==> src/rtl/int_to_float.sv <==
// int_to_float: 32-bit signed integer to IEEE-754 single, round-nearest-even, serial normalise.
// Optional output_inexact port enabled by defining I2F_INEXACT_EN.
module int_to_float (
  input  logic        clk,
  input  logic        rst,
  input  logic [31:0] input_a,
  input  logic        input_a_stb,
  output logic        input_a_ack,
  output logic [31:0] output_z,
  output logic        output_z_stb,
  input  logic        output_z_ack
`ifdef I2F_INEXACT_EN
  ,
  output logic        output_inexact
`endif
);
  typedef enum logic [2:0] {GET_A, CONVERT, NORMALISE, ROUND, PACK, PUT_Z} state_t;
  state_t      state_q, state_d;
  logic [31:0] value_q, value_d;
  logic [31:0] z_q, z_d;
  logic [22:0] mant_q, mant_d;
  logic [5:0]  exp_q, exp_d;
  logic        sign_q, sign_d;
  logic        stb_q, stb_d;
  logic        round_up;
`ifdef I2F_INEXACT_EN
  logic        inx_q, inx_d;
  assign output_inexact = inx_q;
`endif
  assign input_a_ack  = (state_q == GET_A) && rst;
  assign output_z     = z_q;
  assign output_z_stb = stb_q;
  assign round_up     = value_q[7] && (value_q[6] || |value_q[5:0] || value_q[8]);
  always_comb begin
    state_d = state_q;
    value_d = value_q;
    z_d     = z_q;
    mant_d  = mant_q;
    exp_d   = exp_q;
    sign_d  = sign_q;
    stb_d   = stb_q;
`ifdef I2F_INEXACT_EN
    inx_d   = inx_q;
`endif
    case (state_q)
      GET_A: if (input_a_stb && input_a_ack) begin
        value_d = input_a;
        state_d = CONVERT;
      end
      CONVERT: if (value_q == 32'd0) begin
        z_d     = 32'd0;
        stb_d   = 1'b1;
        state_d = PUT_Z;
`ifdef I2F_INEXACT_EN
        inx_d   = 1'b0;
`endif
      end else begin
        sign_d  = value_q[31];
        value_d = value_q[31] ? -value_q : value_q;
        exp_d   = 6'd31;
        state_d = NORMALISE;
      end
      NORMALISE: if (!value_q[31]) begin
        value_d = value_q << 1;
        exp_d   = exp_q - 6'd1;
      end else begin
        state_d = ROUND;
      end
      ROUND: begin
        // the hidden bit is always set here, so a wrap of the fraction is the carry into the exponent
        mant_d  = value_q[30:8] + 23'(round_up);
        exp_d   = exp_q + 6'(round_up && &value_q[30:8]);
        state_d = PACK;
      end
      PACK: begin
        z_d     = {sign_q, 8'(exp_q) + 8'd127, mant_q};
        stb_d   = 1'b1;
        state_d = PUT_Z;
`ifdef I2F_INEXACT_EN
        inx_d   = |value_q[7:0];
`endif
      end
      PUT_Z: if (output_z_ack) begin
        stb_d   = 1'b0;
        state_d = GET_A;
      end
      default: state_d = GET_A;
    endcase
  end
  always_ff @(posedge clk) begin
    if (!rst) begin
      state_q <= GET_A;
      value_q <= '0;
      z_q     <= '0;
      mant_q  <= '0;
      exp_q   <= '0;
      sign_q  <= 1'b0;
      stb_q   <= 1'b0;
`ifdef I2F_INEXACT_EN
      inx_q   <= 1'b0;
`endif
    end else begin
      state_q <= state_d;
      value_q <= value_d;
      z_q     <= z_d;
      mant_q  <= mant_d;
      exp_q   <= exp_d;
      sign_q  <= sign_d;
      stb_q   <= stb_d;
`ifdef I2F_INEXACT_EN
      inx_q   <= inx_d;
`endif
    end
  end
endmodule

==> config.mk <==
export PLATFORM = sky130hd
export DESIGN_NAME = int_to_float
export DESIGN_NICKNAME = d
export VERILOG_FILES = /design/src/rtl/int_to_float.sv
export SDC_FILE = /design/constraint.sdc
export NUM_CORES = 1
export LEC_CHECK = 0
export ABC_AREA = 0
export BUFFER_PORTS_ARGS = -buffer_cell sky130_fd_sc_hd__buf_2
export CORE_MARGIN = 5
export CORE_UTILIZATION = 31
export CTS_CLUSTER_DIAMETER = 60
export DETAILED_ROUTE_END_ITERATION = 6
export SKIP_CTS_REPAIR_TIMING = 1
export SYNTH_ARGS = -nofsm -noshare
export SYNTH_HDL_FRONTEND = slang
export SYNTH_SLANG_ARGS = --single-unit
==> constraint.sdc <==
create_clock -name clk -period 5.5 [get_ports clk]
set_clock_uncertainty 0.05 [all_clocks]
set_input_delay 0 -clock clk [delete_from_list [all_inputs] [get_ports clk]]
set_output_delay 0 -clock clk [all_outputs]
set_load 0.03 [all_outputs]
==> impl_metrics.csv, run 1 <==
group,metric,value,unit
status,status,"finished with violations",
status,violations,"negative hold slack",
power_and_ir_drop,p_leak,2.334,nW
sta,finalSetupTns,0,ns
setup_path,cp-start-kind,"register",
drt,vias,4911,
synth,synth_nets,694,
sta,grt_setup_unrepaired,"false",
drt,drc,0,
die,num_rows,47,
power_and_ir_drop,ir_drop,210.4,uV
final_layout,fillers,1749,
place,place_ws,2.107,ns
setup_path,crit_fanout,11,
sta,setup_violations,0,
clock_tree,cts-root-buf,"clkbuf_16",
synth,synthDistinctLibCells,55,
global_route,grt_use_total,14.30,%
run,drv_cap,0,
synth,yosys_register_bits,98,
die,core,16580,um^2
synth,synth-async-reset-ratio,0,%
drt,avgViaCountPerCell,5.409,
setup_path,path_buf_inv,2,
clock_tree,htree_levels,3,
synth,synth_edf_count,0,
sta,max_slew_margin,24.55,%
synth,synth_cells,649,
die,start_util,31.60,%
clock_tree,clk_pin_slew,0.07,ns
power_and_ir_drop,p_per_area,469.6,nW/um^2
synth,ys_warn_count,0,
sta,fin_crit,3.396,ns
die,fp.dieH,140.0,um
setup_path,crit_path_end_kind,"register",
setup_path,required,5.75,ns
drt,drtIter0Drc,531,
drt,first_pass_iters,5,
setup_path,worstPathCellList,"inv_1 -> ha_1 -> nor3b_1 -> nand4_1 -> or4_1 -> o21ai_0 -> nand2_1 -> a21oi_1 -> dlygate4sd3_1",
global_route,antenna_found_initial,0,
setup_path,cp_slowest_cell,"or4_1",
drt,wl_per_cell,15.81,um
final_layout,final-seq-area,1962,um^2
sta,fin_ws,2.104,ns
setup_path,critPathKind,"reg2reg",
sta,whs,-0.03098,ns
global_route,first_global_vias,4286,
sta,fmax,294.4,MHz
clock_tree,clkLatencyLatePin,0.36,ns
global_route,grt_pass1_wl,23250,um
drt,ant_nets,0,
synth,yosysTopAreaCellShare,37.44,%
synth,synthFlopType,"dfxtp_1",
place,routabilityCongestion,0.8024,
setup_path,critPathTopFamily,"simple AND/OR/NAND/NOR gates",
global_route,grt-ovfl-total,0,
place,hpwlAfterDp,9814,um
synth,synth_area_leaders,"dfxtp_1 37%, a22o_1 7.2%, o21ai_0 5.9%",
final_layout,area_growth,16.05,%
synth,synth-seq-area-share,37.44,%
synth,synth_area_per_cell,8.074,um^2
min_path,min_path_type,"in2reg",
final_layout,final_nets,728,
setup_path,slowest_delay,0.78,ns
die,dieArea,19600,um^2
drt,wirelength,14350,um
synth,synth_top_area_cell,"dfxtp_1",
sta,fin_crit_sh,61.75,%
clock_tree,clkSinkCount,98,
global_route,grt_max_degree,48,
clock_tree,numCtsBuffers,9,
final_layout,multi_input_area,2987,um^2
die,die_w,140.0,um
final_layout,antenna_cells,0,
die,pin_count,70,
sta,hold_violations,4,
clock_tree,clk_path_buf_depth,2,
clock_tree,cts_tree,"built",
final_layout,layout-drive-gt1-share,15.70,%
synth,synthesis.area,5240,um^2
sta,tightest_slew,1.132,ns
setup_path,critPathArrivalTime,3.65,ns
place,io_buffer_count,69,
sta,maxSlewViolCount,0,
## cell type report
| cell class | instances | area share [%] |
|---|---|---|
| Tap cell | 220 | 4.527 |
| Sequential cell | 98 | 32.26 |
| Clock buffer | 9 | 3.704 |
| Multi-Input combinational cell | 475 | 49.12 |
| Clock inverter | 7 | 1.379 |
| Inverter | 12 | 0.7407 |
| Timing Repair Buffer | 87 | 8.272 |
## final timing paths
path | startpoint | end | slack, ns | cells past startpoint
max | value_q[1] | state_q[0] | 2.10 | 9
min | input_a[6] | value_q[6] | -0.03 | 3
max reg2reg | value_q[1] | state_q[0] | 2.10 | 9
min reg2reg | mant_q[12] | output_z[12] | 0.42 | 1
## power breakdown
part | total, W | switching (W) | internal [W] | leakage, nW
combinational | 0.00116 | 0.000688 | 0.000476 | 1.38
clock | 0.000668 | 0.000305 | 0.000363 | 0.154
sequential | 0.00102 | 0.000208 | 0.000815 | 0.795
## cells by family (layout without fill, tap and decap cells)
group | after synthesis | count (layout) | share of synthesized area [%]
adders and majority gates | 9 | 9 | 2.292
DFF | 98 | 98 | 37.44
AOI/OAI and AO/OA | 233 | 233 | 29.49
muxes | 3 | 3 | 0.5731
buffers and inverters | 76 | 115 | 5.778
xor gates and xnor gates | 30 | 30 | 5.014
and+or+nand+nor | 200 | 200 | 19.41
## registers in the layout, indices dropped and copies added, names as in the netlist
signal        flops
sign_q            1
output_z_stb      1
output_z         32
state_q           3
value_q          32
mant_q           23
exp_q             6
## cell usage in the layout (no fill, tap or decap), types with 4 or more instances in the layout
| cell type | instances |
|---|---|
| and2_1 | 7 |
| clkbuf_16 | 9 |
| o21ai_0 | 62 |
| a21oi_1 | 53 |
| and3_1 | 7 |
| a211oi_1 | 16 |
| buf_2 | 69 |
| nor2_1 | 47 |
| nor4_1 | 15 |
| inv_1 | 12 |
| nand3_1 | 13 |
| or3_1 | 5 |
| a31oi_1 | 8 |
| xor2_1 | 19 |
| o31ai_1 | 6 |
| o22ai_1 | 4 |
| nand4_1 | 11 |
| nand2b_1 | 10 |
| nor3_1 | 33 |
| a22o_1 | 43 |
| ha_1 | 8 |
| dfxtp_1 | 98 |
| a21o_1 | 4 |
| or2_2 | 4 |
| a221oi_1 | 5 |
| nand2_1 | 34 |
| xnor2_1 | 11 |
| a22oi_1 | 10 |
| dlygate4sd3_1 | 9 |
| buf_4 | 9 |
## tightest hold or removal path, cell delays in order
cell and delay (ns):
buf_2 0.09, a22oi_1 0.07, a31oi_1 0.17
## Yosys cell counts (6+ instances only)
master	n
nand2b_1	10
dfxtp_1	98
a22o_1	43
o21ai_0	62
nand3_1	13
nand2_1	34
ha_1	8
inv_1	12
nor2_1	47
o31ai_1	6
clkbuf_1	52
and2_1	7
xnor2_1	11
a211oi_1	16
nand4_1	11
xor2_1	19
nor4_1	16
a21oi_1	53
nor3_1	34
a31oi_1	8
a22oi_1	10
and3_1	7
## per-stage QoR
stage          std cells  power, W  cell area, um^2  util (%)
2_1_floorplan        649  0.001929             5240         -
3_3_place_gp         883  0.002182             5682     34.26
3_5_place_dp         883  0.002182             5682     34.26
4_1_cts              899  0.002858             5991     36.12
5_1_grt              908  0.003064             6081     36.67
6_report             908  0.002856             6081     36.67
## metal layers
layer | wire, um | track usage (%)
met5 | 0 | 0
met4 | 205 | 3.774
met3 | 945 | 3.374
met2 | 6067 | 20.38
met1 | 7133 | 21.50
(Power assumes the default switching activity.)
==> inputs of run 2 (changes only) <==
==> constraint.sdc (replaced) <==
create_clock -name clk -period 3.15 [get_ports clk]
set_clock_uncertainty 0.05 [all_clocks]
set_input_delay 0 -clock clk [delete_from_list [all_inputs] [get_ports clk]]
set_output_delay 0 -clock clk [all_outputs]
set_load 0.03 [all_outputs]
==> run 2 against run 1 <==
  * The run still ends with negative hold slack left
  * Via count increased by 1.0%
  * Critical path type unchanged
  * Critical endpoint is now output_z[3]
  * Clock power increased by 84%
  * Cell count increased by 1.9%
  * Total power increased by 82%
  * Hold slack improved by 0.023 ns
  * Utilization increased by 0.97 points
  * Critical path depth unchanged
  * Non-clock buffer count increased by 17
  * Flip-flop and latch count unchanged
  * Highest routed layer unchanged
  * Register-to-register slack got worse by 1.8 ns
==> impl_metrics.csv, run 2 (synthesis results as in run 1) <==
group,metric,value,unit
status,status,"finished with violations",
status,violations,"negative hold slack",
min_path,min_path_type,"in2reg",
clock_tree,htree_levels,3,
drt,wirelength,14720,um
die,pin_count,70,
run,drv_cap,0,
die,core,16580,um^2
power_and_ir_drop,switchingPower,0.002114,W
power_and_ir_drop,fin_total_pwr,0.005206,W
clock_tree,numCtsBuffers,9,
sta,finalSetupTns,0,ns
final_layout,area_growth,19.13,%
power_and_ir_drop,swShare,40.62,%
setup_path,crit_fanout,32,
power_and_ir_drop,power_frac_clock,23.6,%
sta,grt_setup_unrepaired,"false",
place,io_buffer_count,69,
sta,maxSlewViolCount,0,
clock_tree,clkSinkCount,98,
power_and_ir_drop,pwr-share-seq,33.4,%
setup_path,critPathArrivalTime,3.05,ns
sta,fin_crit_sh,90.73,%
clock_tree,clkLatencyLatePin,0.35,ns
sta,setup_violations,0,
final_layout,post-route-util,37.64,%
sta,fmax,349.9,MHz
drt,avgViaCountPerCell,5.362,
global_route,first_global_vias,4562,
clock_tree,cts-root-buf,"clkbuf_16",
die,num_rows,47,
setup_path,cp-start-kind,"register",
sta,whs,-0.007927,ns
sta,tightest_slew,1.092,ns
final_layout,final_cell_mix,"98 x dfxtp_1, 69 x buf_2, 62 x o21ai_0",
die,dieArea,19600,um^2
global_route,grt_use_total,14.71,%
clock_tree,clk_path_buf_depth,2,
setup_path,critPathKind,"reg2reg",
power_and_ir_drop,p_comb_share,43.1,%
global_route,grt_max_degree,47,
drt,drc,0,
drt,first_pass_iters,4,
place,hpwlAfterDp,10270,um
clock_tree,clk_pin_slew,0.07,ns
drt,drtIter0Drc,421,
clock_tree,cts_tree,"built",
final_layout,antenna_cells,0,
global_route,grt_pass1_wl,23990,um
power_and_ir_drop,p_int,0.003091,W
power_and_ir_drop,p_per_area,833.9,nW/um^2
drt,ant_nets,0,
sta,max_slew_margin,27.20,%
setup_path,required,3.34,ns
drt,wl_per_cell,15.92,um
sta,hold_violations,1,
global_route,grt-ovfl-total,0,
die,start_util,31.60,%
final_layout,final_nets,745,
setup_path,crit_path_end_kind,"register",
power_and_ir_drop,p_leak,2.426,nW
final_layout,layout-drive-gt1-share,17.45,%
die,fp.dieH,140.0,um
sta,fin_crit,2.858,ns
global_route,antenna_found_initial,0,
final_layout,final_common_cell,"dfxtp_1",
place,routabilityCongestion,0.8611,
power_and_ir_drop,ir_drop,307.9,uV
die,die_w,140.0,um
drt,vias,4960,
-- run 2: cell count changes in the layout (fill, tap and decap cells not counted), sizes merged --
cell and delta:
clkinvlp +1, clkinv -2, clkbuf +2, buf +16, dlygate4sd3 +1, bufinv +1, inv -2
-- run 2: per-stage QoR --
step                area [um^2]  std cells  setup slack (ns)
floorplan                  5240        649            0.2462
global placement           5814        899            0.4209
detailed placement         5814        899            0.3632
CTS                        6142        915            0.3339
global route               6242        925            0.1021
finish                     6242        925            0.2920
-- run 2: power by group through the flow --
stage	Clock (W)	Sequential, W	Combinational, W
after floorplan	0	0.00160	0.00177
after global placement	0	0.00175	0.00221
after detailed placement	0	0.00176	0.00220
after CTS	0.00125	0.00173	0.00222
after global routing	0.00129	0.00178	0.00250
final	0.00123	0.00174	0.00224
-- run 2: final cells by class --
| class | instances | area [um^2] |
|---|---|---|
| tap | 220 | 275.3 |
| clock buffer | 11 | 242.7 |
| timing repair buffer | 104 | 645.6 |
| inverter | 12 | 45.04 |
| clock inverter | 5 | 85.08 |
| fill | 1740 | 10340 |
| multi-input combinational | 475 | 2987 |
| sequential | 98 | 1962 |
-- run 2: critical path, cell delays in order, from the launching register on --
cell and delay [ns]:
dfxtp_1 0.35, inv_1 0.10, ha_1 0.21, nor3b_1 0.30, nand4_1 0.22, or4_1 0.66, nor3_1 0.26, nor3_2 0.08
buf_4 0.24, a22o_1 0.26
-- run 2: per-layer routing --
| metal | routed length, um | vias to the layer above | track usage, % | part of all wire [%] |
|---|---|---|---|---|
| met4 | 284 | 0 | 5.507 | 1.9 |
| met1 | 7357 | 2279 | 21.55 | 50 |
| li1 | - | 2514 | - | - |
| met3 | 795 | 19 | 2.454 | 5.4 |
| met2 | 6287 | 148 | 21.60 | 43 |
| met5 | 0 | - | 0 | 0 |
-- run 2: path summary, 6_finish.rpt --
| kind | from | to | slack (ns) | cells after the start |
|---|---|---|---|---|
| min reg2reg | mant_q[13] | output_z[13] | 0.41 | 1 |
| max reg2reg | value_q[0] | output_z[3] | 0.29 | 9 |
| max | value_q[0] | output_z[3] | 0.29 | 9 |
| min | output_z_ack | output_z_stb | -0.008 | 4 |
==> inputs of run 3 (changes only) <==
==> constraint.sdc (replaced) <==
create_clock -name clk -period 2.6 [get_ports clk]
set_clock_uncertainty 0.05 [all_clocks]
set_input_delay 0.52 -clock clk [delete_from_list [all_inputs] [get_ports clk]]
set_output_delay 0.52 -clock clk [all_outputs]
set_load 0.03 [all_outputs]
==> run 3 against run 2 <==
  * Clock-buffer cell count did not move
  * Setup slack got worse by 0.22 ns
  * Combinational power rose by 40%
  * Cell count grew 3.1%
  * Via count increased by 2.8%
  * Clock power up 20%
  * Flip-flop and latch count did not move
  * Routed wire length grew 0.39%
  * Register-to-register slack worse by 0.22 ns
  * Critical path type unchanged
  * First-iteration DRC count is 19% lower
  * The run now ends clean
==> impl_metrics.csv, run 3 (synthesis results as in run 1) <==
group,metric,value,unit
setup_path,cp-start-kind,"register",
final_layout,final_nets,775,
final_layout,final_common_cell,"dfxtp_1",
sta,max_slew_margin,70.21,%
sta,grt_setup_unrepaired,"false",
sta,fin_crit_sh,97.31,%
setup_path,critPathTopFamily,"simple AND/OR/NAND/NOR gates",
sta,maxSlewViolCount,0,
place,placedCellCount,939,
power_and_ir_drop,switchingPower,0.002578,W
min_path,min_path_type,"in2reg",
global_route,grt_pass1_wl,24610,um
drt,ant_nets,0,
power_and_ir_drop,p_comb_share,47.8,%
sta,setup_violations,0,
die,start_util,31.60,%
drt,vias,5099,
power_and_ir_drop,fin_total_pwr,0.006554,W
setup_path,worstPathCellList,"or4_4 -> or3_4 -> or4_4 -> o31a_1 -> or3_1 -> a21oi_1",
global_route,grt-ovfl-total,0,
setup_path,critPathKind,"reg2reg",
power_and_ir_drop,power_frac_clock,22.4,%
power_and_ir_drop,p_per_area,1010,nW/um^2
final_layout,layout-drive-gt1-share,23.30,%
drt,drtIter0Drc,343,
final_layout,antenna_cells,0,
clock_tree,htree_levels,3,
power_and_ir_drop,pwr-share-seq,29.8,%
drt,avgViaCountPerCell,5.345,
global_route,grt_max_degree,47,
die,num_rows,47,
place,routabilityCongestion,0.8481,
setup_path,path_buf_inv,0,
status,status,"finished clean",
drt,drc,0,
final_layout,final_cells,954,
place,io_buffer_count,69,
die,core,16580,um^2
sta,fin_ws,0.06989,ns
setup_path,slowest_delay,0.53,ns
place,hpwlAfterDp,10670,um
sta,finalSetupTns,0,ns
setup_path,cp_slowest_cell,"or4_4",
die,pin_count,70,
die,fp.dieH,140.0,um
clock_tree,clk_path_buf_depth,2,
clock_tree,cts_tree,"built",
global_route,grt_use_total,15.00,%
setup_path,crit_path_end_kind,"register",
drt,wirelength,14780,um
power_and_ir_drop,swShare,39.33,%
sta,tightest_slew,0.4449,ns
sta,fin_crit,2.530,ns
global_route,antenna_found_initial,0,
place,place_ws,0.1033,ns
power_and_ir_drop,p_int,0.003976,W
die,die_w,140.0,um
die,dieArea,19600,um^2
power_and_ir_drop,p_leak,2.608,nW
sta,fmax,395.2,MHz
setup_path,required,2.83,ns
power_and_ir_drop,ir_drop,387.2,uV
setup_path,critPathArrivalTime,2.76,ns
final_layout,area_growth,23.78,%
final_layout,final_cell_mix,"94 x dfxtp_1, 69 x buf_2, 62 x o21ai_0, 62 x buf_4, 53 x a21oi_1",
drt,wl_per_cell,15.49,um
clock_tree,cts-root-buf,"clkbuf_16",
clock_tree,clk_pin_slew,0.07,ns
clock_tree,clkSinkCount,98,
run,drv_cap,0,
global_route,first_global_vias,4677,
clock_tree,clkLatencyLatePin,0.35,ns
setup_path,rrSetupSlack,0.07,ns
clock_tree,numCtsBuffers,9,
setup_path,cp_common_cell,"or4_4",
drt,first_pass_iters,5,
sta,hold_violations,0,
setup_path,crit_fanout,4,
-- run 3: cell types whose count changed in the layout (fill, tap and decap cells not counted), moves of 2 or more --
cell           change
buf_12             +2
buf_4             +38
dfxtp_2            +4
dfxtp_1            -4
dlygate4sd3_1     -10
-- run 3: per-layer routing --
layer / up-vias / GRT usage [%] / wire length, um
met3: 10 / 3.340 / 991
met1: 2352 / 21.54 / 7334
met5: - / 0 / 0
met2: 160 / 22.46 / 6312
met4: 0 / 4.539 / 143
li1: 2577 / - / -
-- run 3: path summary, 6_finish.rpt --
kind               startpoint            to  depth (start not counted)
hold / removal     input_a[0]    value_q[0]                          3
hold reg to reg    mant_q[12]  output_z[12]                          1
setup / recovery  value_q[14]   value_q[29]                          6
setup reg to reg  value_q[14]   value_q[29]                          6
-- run 3: power groups by stage --
stage               combinational (W)  clock (W)  sequential [W]
finish                        0.00313    0.00147         0.00195
global route                  0.00347    0.00156         0.00199
CTS                           0.00310    0.00150         0.00195
detailed placement            0.00308          0         0.00198
global placement              0.00310          0         0.00197
floorplan                     0.00215          0         0.00193
-- run 3: per-stage QoR --
stage | util [%] | cell area, um^2 | hold WS [ns]
floorplan | - | 5250 | 0.3860
global placement | 37.05 | 6145 | 0.3972
detailed placement | 37.05 | 6145 | 0.4024
CTS | 39.02 | 6471 | 0.3614
global route | 39.11 | 6486 | 0.3657
finish | 39.11 | 6486 | 0.3766
-- run 3: layout make-up --
type,count,area (um^2)
inverters,12,45.04
repair buffers,134,870.8
clock buffers,11,252.7
flip-flops and latches,98,1967
well taps,220,275.3
multi-input cells,475,3002
fillers,1746,10100
clock inverters,4,73.82
-- run 3: worst reg2reg max path: stages (launching register included) --
cell	delay (ns)
dfxtp_2	0.34
or4_4	0.53
or3_4	0.35
or4_4	0.45
o31a_1	0.30
or3_1	0.30
a21oi_1	0.14
